<file path="config.mk">
export PLATFORM = sky130hd
export DESIGN_NAME = inst_queue_flat
export DESIGN_NICKNAME = d
export VERILOG_FILES = /design/src/rtl/inst_queue_if.sv /design/src/rtl/inst_queue.sv /design/src/flat_wrapper.sv
export SDC_FILE = /design/constraint.sdc
export NUM_CORES = 1
export LEC_CHECK = 0
export ABC_AREA = 0
export CAP_MARGIN = 25
export CORE_ASPECT_RATIO = 0.6
export CORE_MARGIN = 2
export CORE_UTILIZATION = 40
export CTS_BUF_LIST = sky130_fd_sc_hd__clkbuf_16
export DETAILED_ROUTE_END_ITERATION = 8
export GPL_TIMING_DRIVEN = 0
export PLACE_DENSITY_LB_ADDON = 0.05
export SETUP_SLACK_MARGIN = 0.1
export SYNTH_ARGS = -nofsm -noshare
export SYNTH_HDL_FRONTEND = slang
export SYNTH_SLANG_ARGS = --single-unit
</file>
<file path="constraint.sdc">
create_clock -name clk -period 2.2 [get_ports clk]
set_input_delay 0.22 -clock clk [delete_from_list [all_inputs] [get_ports clk]]
set_output_delay 0.22 -clock clk [all_outputs]
set_load 0.005 [all_outputs]
</file>
<file path="src/rtl/inst_queue_if.sv">
// Fetch/decode handshake bundle for inst_queue: push side, pop side and queue status.
// master drives push/pop/flush and the fetched word; slave is the queue itself.
interface inst_queue_if #(
    parameter int DEPTH = 4
);
    logic                       push;
    logic [15:0]                instr_in;
    logic [15:0]                pc_plus_in;
    logic                       flush;
    logic                       pop;
    logic [15:0]                instr_out;
    logic [15:0]                pc_plus_out;
    logic                       out_valid;
    logic                       full;
    logic                       empty;
    logic [$clog2(DEPTH):0]     count;
    logic                       err;

    modport master (
        output push, instr_in, pc_plus_in, flush, pop,
        input  instr_out, pc_plus_out, out_valid, full, empty, count, err
    );

    modport slave (
        input  push, instr_in, pc_plus_in, flush, pop,
        output instr_out, pc_plus_out, out_valid, full, empty, count, err
    );
endinterface

</file>
<file path="src/rtl/inst_queue.sv">
// Circular instruction FIFO between fetch and decode; head is combinational, 1-cycle push-to-valid
// (0 cycles with INST_QUEUE_BYPASS_EN defined). Pushes into a full queue without pop are dropped
// and flagged on err for one cycle; fetch must stall on full. Flush clears the queue at the next edge.
module inst_queue #(
    parameter int          DEPTH    = 4,
    parameter logic [15:0] NOP_WORD = 16'h0800
) (
    input  logic         clk,
    input  logic         rst,
    inst_queue_if.slave  q_if
);
    localparam int PW = $clog2(DEPTH);
    localparam int CW = PW + 1;
    localparam logic [CW-1:0] DEPTH_C = CW'(DEPTH);

    logic [31:0]   mem_q [DEPTH];
    logic [PW-1:0] wr_ptr_q, wr_ptr_d;
    logic [PW-1:0] rd_ptr_q, rd_ptr_d;
    logic [CW-1:0] count_q, count_d;
    logic          err_q, err_d;
    logic          mem_we;
    logic          is_full, is_empty;
    logic          push_ok, pop_ok, bypass_take;

    assign is_full  = (count_q == DEPTH_C);
    assign is_empty = (count_q == '0);

    always_comb begin
        wr_ptr_d    = wr_ptr_q;
        rd_ptr_d    = rd_ptr_q;
        count_d     = count_q;
        err_d       = 1'b0;
        mem_we      = 1'b0;
        bypass_take = 1'b0;
`ifdef INST_QUEUE_BYPASS_EN
        bypass_take = is_empty && q_if.push && q_if.pop && !q_if.flush;
`endif
        // A pop on a full queue frees the slot the same cycle, so the push still fits.
        push_ok = q_if.push && (!is_full || q_if.pop);
        pop_ok  = q_if.pop && !is_empty;

        if (q_if.flush) begin
            wr_ptr_d = '0;
            rd_ptr_d = '0;
            count_d  = '0;
        end else if (!bypass_take) begin
            if (push_ok) begin
                mem_we   = 1'b1;
                wr_ptr_d = wr_ptr_q + PW'(1);
            end
            if (pop_ok) begin
                rd_ptr_d = rd_ptr_q + PW'(1);
            end
            if (push_ok && !pop_ok) begin
                count_d = count_q + CW'(1);
            end else if (!push_ok && pop_ok) begin
                count_d = count_q - CW'(1);
            end
            err_d = q_if.push && is_full && !q_if.pop;
        end
    end

    always_ff @(posedge clk or negedge rst) begin
        if (!rst) begin
            wr_ptr_q <= '0;
            rd_ptr_q <= '0;
            count_q  <= '0;
            err_q    <= 1'b0;
        end else begin
            wr_ptr_q <= wr_ptr_d;
            rd_ptr_q <= rd_ptr_d;
            count_q  <= count_d;
            err_q    <= err_d;
        end
    end

    // Storage needs no reset: out_valid masks it whenever count is zero.
    always_ff @(posedge clk) begin
        if (mem_we) begin
            mem_q[wr_ptr_q] <= {q_if.instr_in, q_if.pc_plus_in};
        end
    end

    always_comb begin
        logic [31:0] head;
        logic        vld;
        head = mem_q[rd_ptr_q];
        vld  = !is_empty;
`ifdef INST_QUEUE_BYPASS_EN
        if (is_empty && q_if.push && !q_if.flush) begin
            head = {q_if.instr_in, q_if.pc_plus_in};
            vld  = 1'b1;
        end
`endif
        q_if.out_valid   = vld;
        q_if.instr_out   = vld ? head[31:16] : NOP_WORD;
        q_if.pc_plus_out = vld ? head[15:0]  : 16'h0000;
    end

    assign q_if.full  = is_full;
    assign q_if.empty = is_empty;
    assign q_if.count = count_q;
    assign q_if.err   = err_q;
endmodule

</file>
<file path="src/flat_wrapper.sv">
// flat-port wrapper written by rule: the top's interface ports become plain ports
module inst_queue_flat 
#(
    parameter int          DEPTH    = 4,
    parameter logic [15:0] NOP_WORD = 16'h0800
)
  (clk, rst, q_if_push, q_if_instr_in, q_if_pc_plus_in, q_if_flush, q_if_pop, q_if_instr_out, q_if_pc_plus_out, q_if_out_valid, q_if_full, q_if_empty, q_if_count, q_if_err);
  inst_queue_if #(.DEPTH(DEPTH)) q_if_i ();
  input  logic clk;
  input  logic rst;
  input wire logic [$bits(q_if_i.push)-1:0] q_if_push;
  input wire logic [$bits(q_if_i.instr_in)-1:0] q_if_instr_in;
  input wire logic [$bits(q_if_i.pc_plus_in)-1:0] q_if_pc_plus_in;
  input wire logic [$bits(q_if_i.flush)-1:0] q_if_flush;
  input wire logic [$bits(q_if_i.pop)-1:0] q_if_pop;
  output wire logic [$bits(q_if_i.instr_out)-1:0] q_if_instr_out;
  output wire logic [$bits(q_if_i.pc_plus_out)-1:0] q_if_pc_plus_out;
  output wire logic [$bits(q_if_i.out_valid)-1:0] q_if_out_valid;
  output wire logic [$bits(q_if_i.full)-1:0] q_if_full;
  output wire logic [$bits(q_if_i.empty)-1:0] q_if_empty;
  output wire logic [$bits(q_if_i.count)-1:0] q_if_count;
  output wire logic [$bits(q_if_i.err)-1:0] q_if_err;
  assign q_if_i.push = q_if_push;
  assign q_if_i.instr_in = q_if_instr_in;
  assign q_if_i.pc_plus_in = q_if_pc_plus_in;
  assign q_if_i.flush = q_if_flush;
  assign q_if_i.pop = q_if_pop;
  assign q_if_instr_out = q_if_i.instr_out;
  assign q_if_pc_plus_out = q_if_i.pc_plus_out;
  assign q_if_out_valid = q_if_i.out_valid;
  assign q_if_full = q_if_i.full;
  assign q_if_empty = q_if_i.empty;
  assign q_if_count = q_if_i.count;
  assign q_if_err = q_if_i.err;
  inst_queue #(.DEPTH(DEPTH), .NOP_WORD(NOP_WORD)) u_core (.clk(clk), .rst(rst), .q_if(q_if_i));
endmodule
</file>
==> run metrics, run 1 <==
Max stage delay on crit path 500 ps; Clock Latency Late Sink 410 ps; worst setup margin -33.36 ps; combinational share of power 0.360; vias in the first global route 2,883; XOR/XNOR Fraction of Synth Area 0.004802; clock power share 0.304; Hold Slack 60.28 ps; switching part of the total 0.2827; Yosys warnings 0; Final Non-Filler Cells 578; #FFs+latches synth 136; CTS Buffer Depth 2; outcome finished, violations left; final setup TNS -140.3 ps; synthesized cell area 5471 um^2; Port-buffer cells 73; Syn Inst Count 271; Reg clk slew, reported paths 60 ps; Rows 33; share of layout cells above drive strength 1 0.4045; largest net degree at the start of global routing 33; total nets after synthesis 313; most common cell after layout, fill and taps aside edfxtp_1; Yosys top cell area share 0.7025; initial drt markers 184; gpl congestion 0.6888; final setup vio count 8; sequential area share after synthesis 0.7391; DIE AREA 14,660 um^2; sequence of cells on the critical path buf_8 > buf_8 > buf_12 > buf_12 > mux4_2 > nor2b_4 > buf_2; Core ar. 13,500 um^2; leakage power 2.632 nW; combinational family with the most area after synthesis multiplexers; Rel. slew slack 0.6450; detailed placement HPWL 6.594 mm; Simple-Gate Fraction of Synth Area 0.06609; Vias/cell 4.984; worst slew pin tran 532.5 ps; FF-to-FF Start u_core.q_if.count[1]; Buf+Inv Stages, Crit Path 5; Hold Startpoint q_if_pop; total track usage 0.1640; Top delay family on crit path buffers and inverters; post-layout min period 2233 ps; commonest cells after routing, fill and taps aside edfxtp_1 (128), clkdlybuf4s50_1 (39), mux4_2 (32), buf_2 (30), buf_4 (20); number of placed cells counting well taps 521; Highest Clock Rate 0.4478 GHz; pwr dens 1217 nW/um^2; CTS tree yes; Seq pwr share 0.336; Fin. Hold Viols 0; initial core utilization 0.4052; Crit Path Class reg2out; fin nets 432; clk sinks 136; CP Data Arrival Time 2010 ps; Post-synth EDFFs 128; Avg WL per Cell 19.45 um; asr flop ratio synth 0.05882; via count 2,881; category of the worst setup path launch point flip-flop; peak supply drop 0.0005707 V; area leader, netlist edfxtp_1; Post-Synth Adder-Cell Area 0.01281; Area Overhead vs Synth 34.92%; CP required 1980 ps; Final ANT Viol Nets 0; die width 155.0 um; Core Util, Final 0.5468; Pins Over Slew Limit 0; MaxCap Viol Count 0; I/O pin total 76; failing checks setup timing; Root Driver clkbuf_16; RSZ-0062 raised after global routing yes; grt ovf 0; Routed WL 11.24 mm; slowest CP cell mux4_2; initial antenna violation count 0; CTS buffer count 17; Critical Path End Type output port; Distinct cells, synth 33; diode count 0; fraction of the cycle the final worst path needs 1.015; TritonRoute pass-1 iters 4; Avg Cell Area, Syn 20.19 um^2; largest cells by area after synthesis edfxtp_1 (70%), mux4_2 (13%), dfrtp_1 (3.7%); Layout Skew 8.205 ps; compound-gate portion of the synthesized area 0.01281; Worst Setup SP u_core.rd_ptr_q[0]; crit-path max FO 5; Residual DRC 0; Int Pwr 6.444 mW; Net Switching 2.540 mW; post-synthesis mux area share 0.1397; Primary FF master, synth edfxtp_1; pre-CTS setup slack -318.1 ps; die height 94.60 um; H-tree Lvls 4; min-delay worst type in2reg; Fill cells 1,044; first-pass GRT wire length 17.11 mm
worst register-to-register path, cell delays in order (launching register included):
cell,delay (ps)
dfrtp_1,380
buf_6,140
buf_4,150
o21ai_2,130
nand2_1,60
nor2_1,150
fa_1,240
or4b_1,460
a31oi_1,170
final timing paths:
check	depth (start not counted)	slack, ps	to
hold reg to reg	2	640	u_core.wr_ptr_q[1]
min in group asynchronous	1	100	u_core.q_if.count[2]
setup reg to reg	8	240	u_core.q_if.count[2]
hold / removal	2	60	u_core.q_if.err
setup / recovery	7	-30	q_if_instr_out[1]
max in group asynchronous	1	1810	u_core.rd_ptr_q[1]
registers in the layout, indices dropped and copies added, names as in the netlist:
| name | cells |
|---|---|
| u_core.rd_ptr_q | 2 |
| u_core.wr_ptr_q | 2 |
| u_core.q_if.err | 1 |
| u_core.mem_q | 128 |
| u_core.q_if.count | 3 |
per-layer routing:
metal | wire [um] | global-route usage | vias up
li1 | - | - | 1304
met1 | 5603 | 0.2355 | 1499
met2 | 5053 | 0.2415 | 69
met3 | 503 | 0.05599 | 9
met4 | 84 | 0.04167 | 0
met5 | 0 | 0 | -
repair_timing:
action | CTS | global route
setup endpoints to repair | 99 | 35
setup buffers | 18 | 9
pin swaps | 2 | 2
resized for setup | 187 | 14
gates cloned | 3 | 0
hold buffers | 0 | 0
synth_stat cells (all sizes together) (2+ instances only):
cell type and instances:
buf 13, xor2 2, nand2 2, clkbuf 4, mux2 3, mux4 32, inv 5, and2 5
nor2 13, dfrtp 8, nor2b 32, nand2b 4, ha 4, edfxtp 128
power by group through the flow:
stage	clock, mW	combinational (mW)	sequential [mW]
after floorplan	0	1.34	3.06
after global placement	0	2.54	3.07
after detailed placement	0	2.58	3.07
after CTS	2.77	3.25	3.02
after global routing	2.89	3.50	3.03
final	2.73	3.24	3.02
layout make-up:
type                            instances  area (um^2)  share of cell area
Sequential cell                       136         4044              0.5478
Multi-Input combinational cell        113         1426              0.1932
Timing Repair Buffer                  100        914.6              0.1239
Clock buffer                           17        425.4             0.05763
Tap cell                              175        219.0             0.02966
Buffer                                 17        191.4             0.02593
Clock inverter                         15        142.6             0.01932
Inverter                                5        18.77            0.002542
stage by stage:
stage | total power, mW | cell area (um^2)
2_1_floorplan | 4.407 | 5472
3_3_place_gp | 5.606 | 6421
3_5_place_dp | 5.647 | 6466
4_1_cts | 9.038 | 7332
5_1_grt | 9.422 | 7382
6_report | 8.984 | 7382
cells by family (layout without fill, tap and decap cells):
logic type                 count (synthesis)  count (layout)
adders and majority gates                  5               5
AOI/OAI and AO/OA                          8               8
DFF                                      136             136
and+or+nand+nor                           61              61
muxes                                     36              36
buffers and inverters                     22             154
xor gates and xnor gates                   3               3
Note: power is estimated with default switching activity, not from simulation.
==> inputs of run 2 (changes only) <==
--- a/config.mk
+++ b/config.mk
@@ -5,7 +5,6 @@
 export SDC_FILE = /design/constraint.sdc
 export NUM_CORES = 1
 export LEC_CHECK = 0
-export ABC_AREA = 0
 export CAP_MARGIN = 25
 export CORE_ASPECT_RATIO = 0.6
 export CORE_MARGIN = 2
==> results of run 2 <==
No change in the layout: final DEF, timing and power equal those of run 1.
==> inputs of run 3 (changes only) <==
--- a/config.mk
+++ b/config.mk
@@ -5,6 +5,7 @@
 export SDC_FILE = /design/constraint.sdc
 export NUM_CORES = 1
 export LEC_CHECK = 0
+export ABC_AREA = 1
 export CAP_MARGIN = 25
 export CORE_ASPECT_RATIO = 0.6
 export CORE_MARGIN = 2
==> run 3 against run 2 <==
Net effect:
- the run still ends with setup timing left
- non-clock buffer count did not move
- count of clock-buffer cells in the layout did not move
- first-iteration DRC count rose by 3.8%
- hold slack improved by 52 ps
- utilization rose by 1.0 points
- power fell by 2.0%
- clock power fell by 5%
- fmax fell by 1.2%
- die area rose by 1.1%
- sequential share of layout area fell by 1.2 points
- largest power group unchanged
- highest routed layer unchanged
==> run metrics, run 3 <==
hold buffers post-CTS 0; post-layout min period 2260 ps; initial antenna violation count 0; FF-to-FF Start u_core.q_if.count[1]; grt ovf 0; Primary FF master, synth edfxtp_1; gpl congestion 0.7729; min-delay worst type in2async; pwr dens 1164 nW/um^2; count leader, synth nor2_1; Routed WL 12.89 mm; flop2flop setup slack 220 ps; Area Overhead vs Synth 36.64%; category of the worst setup path launch point flip-flop; Fin. Hold Viols 0; Root Driver clkbuf_16; #FFs+latches synth 136; Reg clk slew, reported paths 60 ps; vias in the first global route 3,433; Yosys warnings 0; die width 155.9 um; Post-synth EDFFs 128; Port-buffer cells 75; Core ar. 13,580 um^2; CTS tree yes; clk sinks 136; Rel. slew slack 0.7230; Yosys top cell area share 0.6944; peak supply drop 0.0005461 V; Placed Area 6623 um^2; first-pass GRT wire length 19.62 mm; detailed placement HPWL 7.890 mm; H-tree Lvls 4; CP Data Arrival Time 2040 ps; Avg Cell Area, Syn 12.30 um^2; synthesized cell area 5535 um^2; Hold Slack 111.8 ps; area leader, netlist edfxtp_1; Crit Path Class reg2out; Vias/cell 4.925; CTS Buffer Depth 2; post-layout instance area 7564 um^2; Critical Path End Type output port; Fill cells 1,118; initial drt markers 191; RSZ-0062 raised after global routing yes; Final ANT Viol Nets 0; diode count 0; total nets after synthesis 492; Clock Latency Late Sink 410 ps; cells on worst reg2reg path 8; crit-path max FO 10; asr flop ratio synth 0.05882; CP required 1980 ps; Synth top cells by count nor2_1 (132), edfxtp_1 (128), o21ai_1 (49), a21oi_1 (33), nand2_1 (18); I/O pin total 76; final setup vio count 2; via count 3,689; largest cells by area after synthesis edfxtp_1 (69%), nor2_1 (9.0%), o21ai_1 (4.4%); failing checks setup timing; fin nets 604; total track usage 0.1824; die height 95.12 um; largest net degree at the start of global routing 28; Highest Clock Rate 0.4425 GHz; Worst R2R End u_core.mem_q[2][28]; TritonRoute pass-1 iters 5; Distinct cells, synth 27; MaxCap Viol Count 0; worst slew pin tran 414.3 ps; Worst Setup SP u_core.rd_ptr_q[0]; Avg WL per Cell 17.21 um; Rows 33; fraction of the cycle the final worst path needs 1.027; Largest Register u_core.mem_q; Core Util, Final 0.5568; commonest cells after routing, fill and taps aside nor2_1 (128), edfxtp_1 (128), o21ai_1 (50), clkdlybuf4s50_1 (46), dlymetal6s2s_1 (27); share of layout cells above drive strength 1 0.1742; leakage power 3.050 nW; CTS buffer count 17; Pins Over Slew Limit 0; Syn Inst Count 450; worst setup margin -60.01 ps; max reg flops 128; sequential area share after synthesis 0.7306; outcome finished, violations left; Residual DRC 0; initial core utilization 0.4075; Layout Skew 6.988 ps; Final Total Pwr 8.803 mW; DIE AREA 14,830 um^2
-- run 3: cell count changes after synthesis, moves of 10 or more --
cell and change:
mux4_2 -32, inv_1 +10, o21ai_1 +49, nor2_1 +119
a21oi_1 +33, nand2_1 +16, o21ai_0 +17, nor2b_1 -32
-- run 3: cell families (layout without fill, tap and decap cells) --
logic type               Yosys count  count (layout)  synth area share
adder cells (fa/ha/maj)            5               5           0.01266
AND/OR/NAND/NOR                  164             164            0.1234
AO/OA/AOI/OAI                    101             101           0.09403
buffers and inverters             44             168           0.03933
flip-flops                       136             136            0.7306
-- run 3: worst max-delay path by stage --
stage | to | slack, ps | cells past startpoint
3_5_place_dp | u_core.mem_q[0][12] | -370 | 8
6_report | q_if_instr_out[6] | -60 | 7
4_1_cts | q_if_instr_out[4] | -120 | 7
3_3_place_gp | u_core.mem_q[3][12] | -1200 | 7
5_1_grt | q_if_instr_out[6] | -150 | 7
2_1_floorplan | u_core.mem_q[0][0] | 50 | 6
-- run 3: cell type report --
class / count / area [um^2] / share of cell area
multi-input cells: 270 / 1345 / 0.1778
well taps: 175 / 219.0 / 0.02895
plain buffers: 24 / 304.0 / 0.04020
repair buffers: 93 / 1031 / 0.1363
inverters: 20 / 80.08 / 0.01059
clock inverters: 14 / 110.1 / 0.01456
flip-flops and latches: 136 / 4049 / 0.5353
clock buffers: 17 / 425.4 / 0.05624
-- run 3: through the flow --
step,setup TNS (ps),std cells,setup WS [ps]
2_1_floorplan,0,450,51.88
3_3_place_gp,-149780,700,-1197
3_5_place_dp,-25380,704,-368.1
4_1_cts,-2294,740,-124.9
5_1_grt,-408.3,749,-151.5
6_report,-85.73,749,-60.01
-- run 3: per-layer routing --
layer / track usage / wire, um
met1: 0.2604 / 6317
met2: 0.2824 / 5852
met3: 0.04364 / 589
met4: 0.05046 / 129
met5: 0 / 0
-- run 3: critical path: stages (launching register included) --
cell	delay [ps]
dfrtp_2	410
buf_8	150
buf_8	150
nor2_1	60
nor2_1	80
o21ai_1	80
a21oi_2	170
clkdlybuf4s50_1	530
-- run 3: repair_timing --
action	CTS	global route
hold endpoints to repair	0	0
gates resized for setup	44	49
buffers inserted	5	8
endpoints found under the setup margin	73	88
pin swaps	4	5
cloned	0	1
-- run 3: power by group --
part           internal [mW]  switching (mW)
clock network           1.53            1.05
registers               2.99          0.0714
logic                   1.58            1.58
total                   6.10            2.70
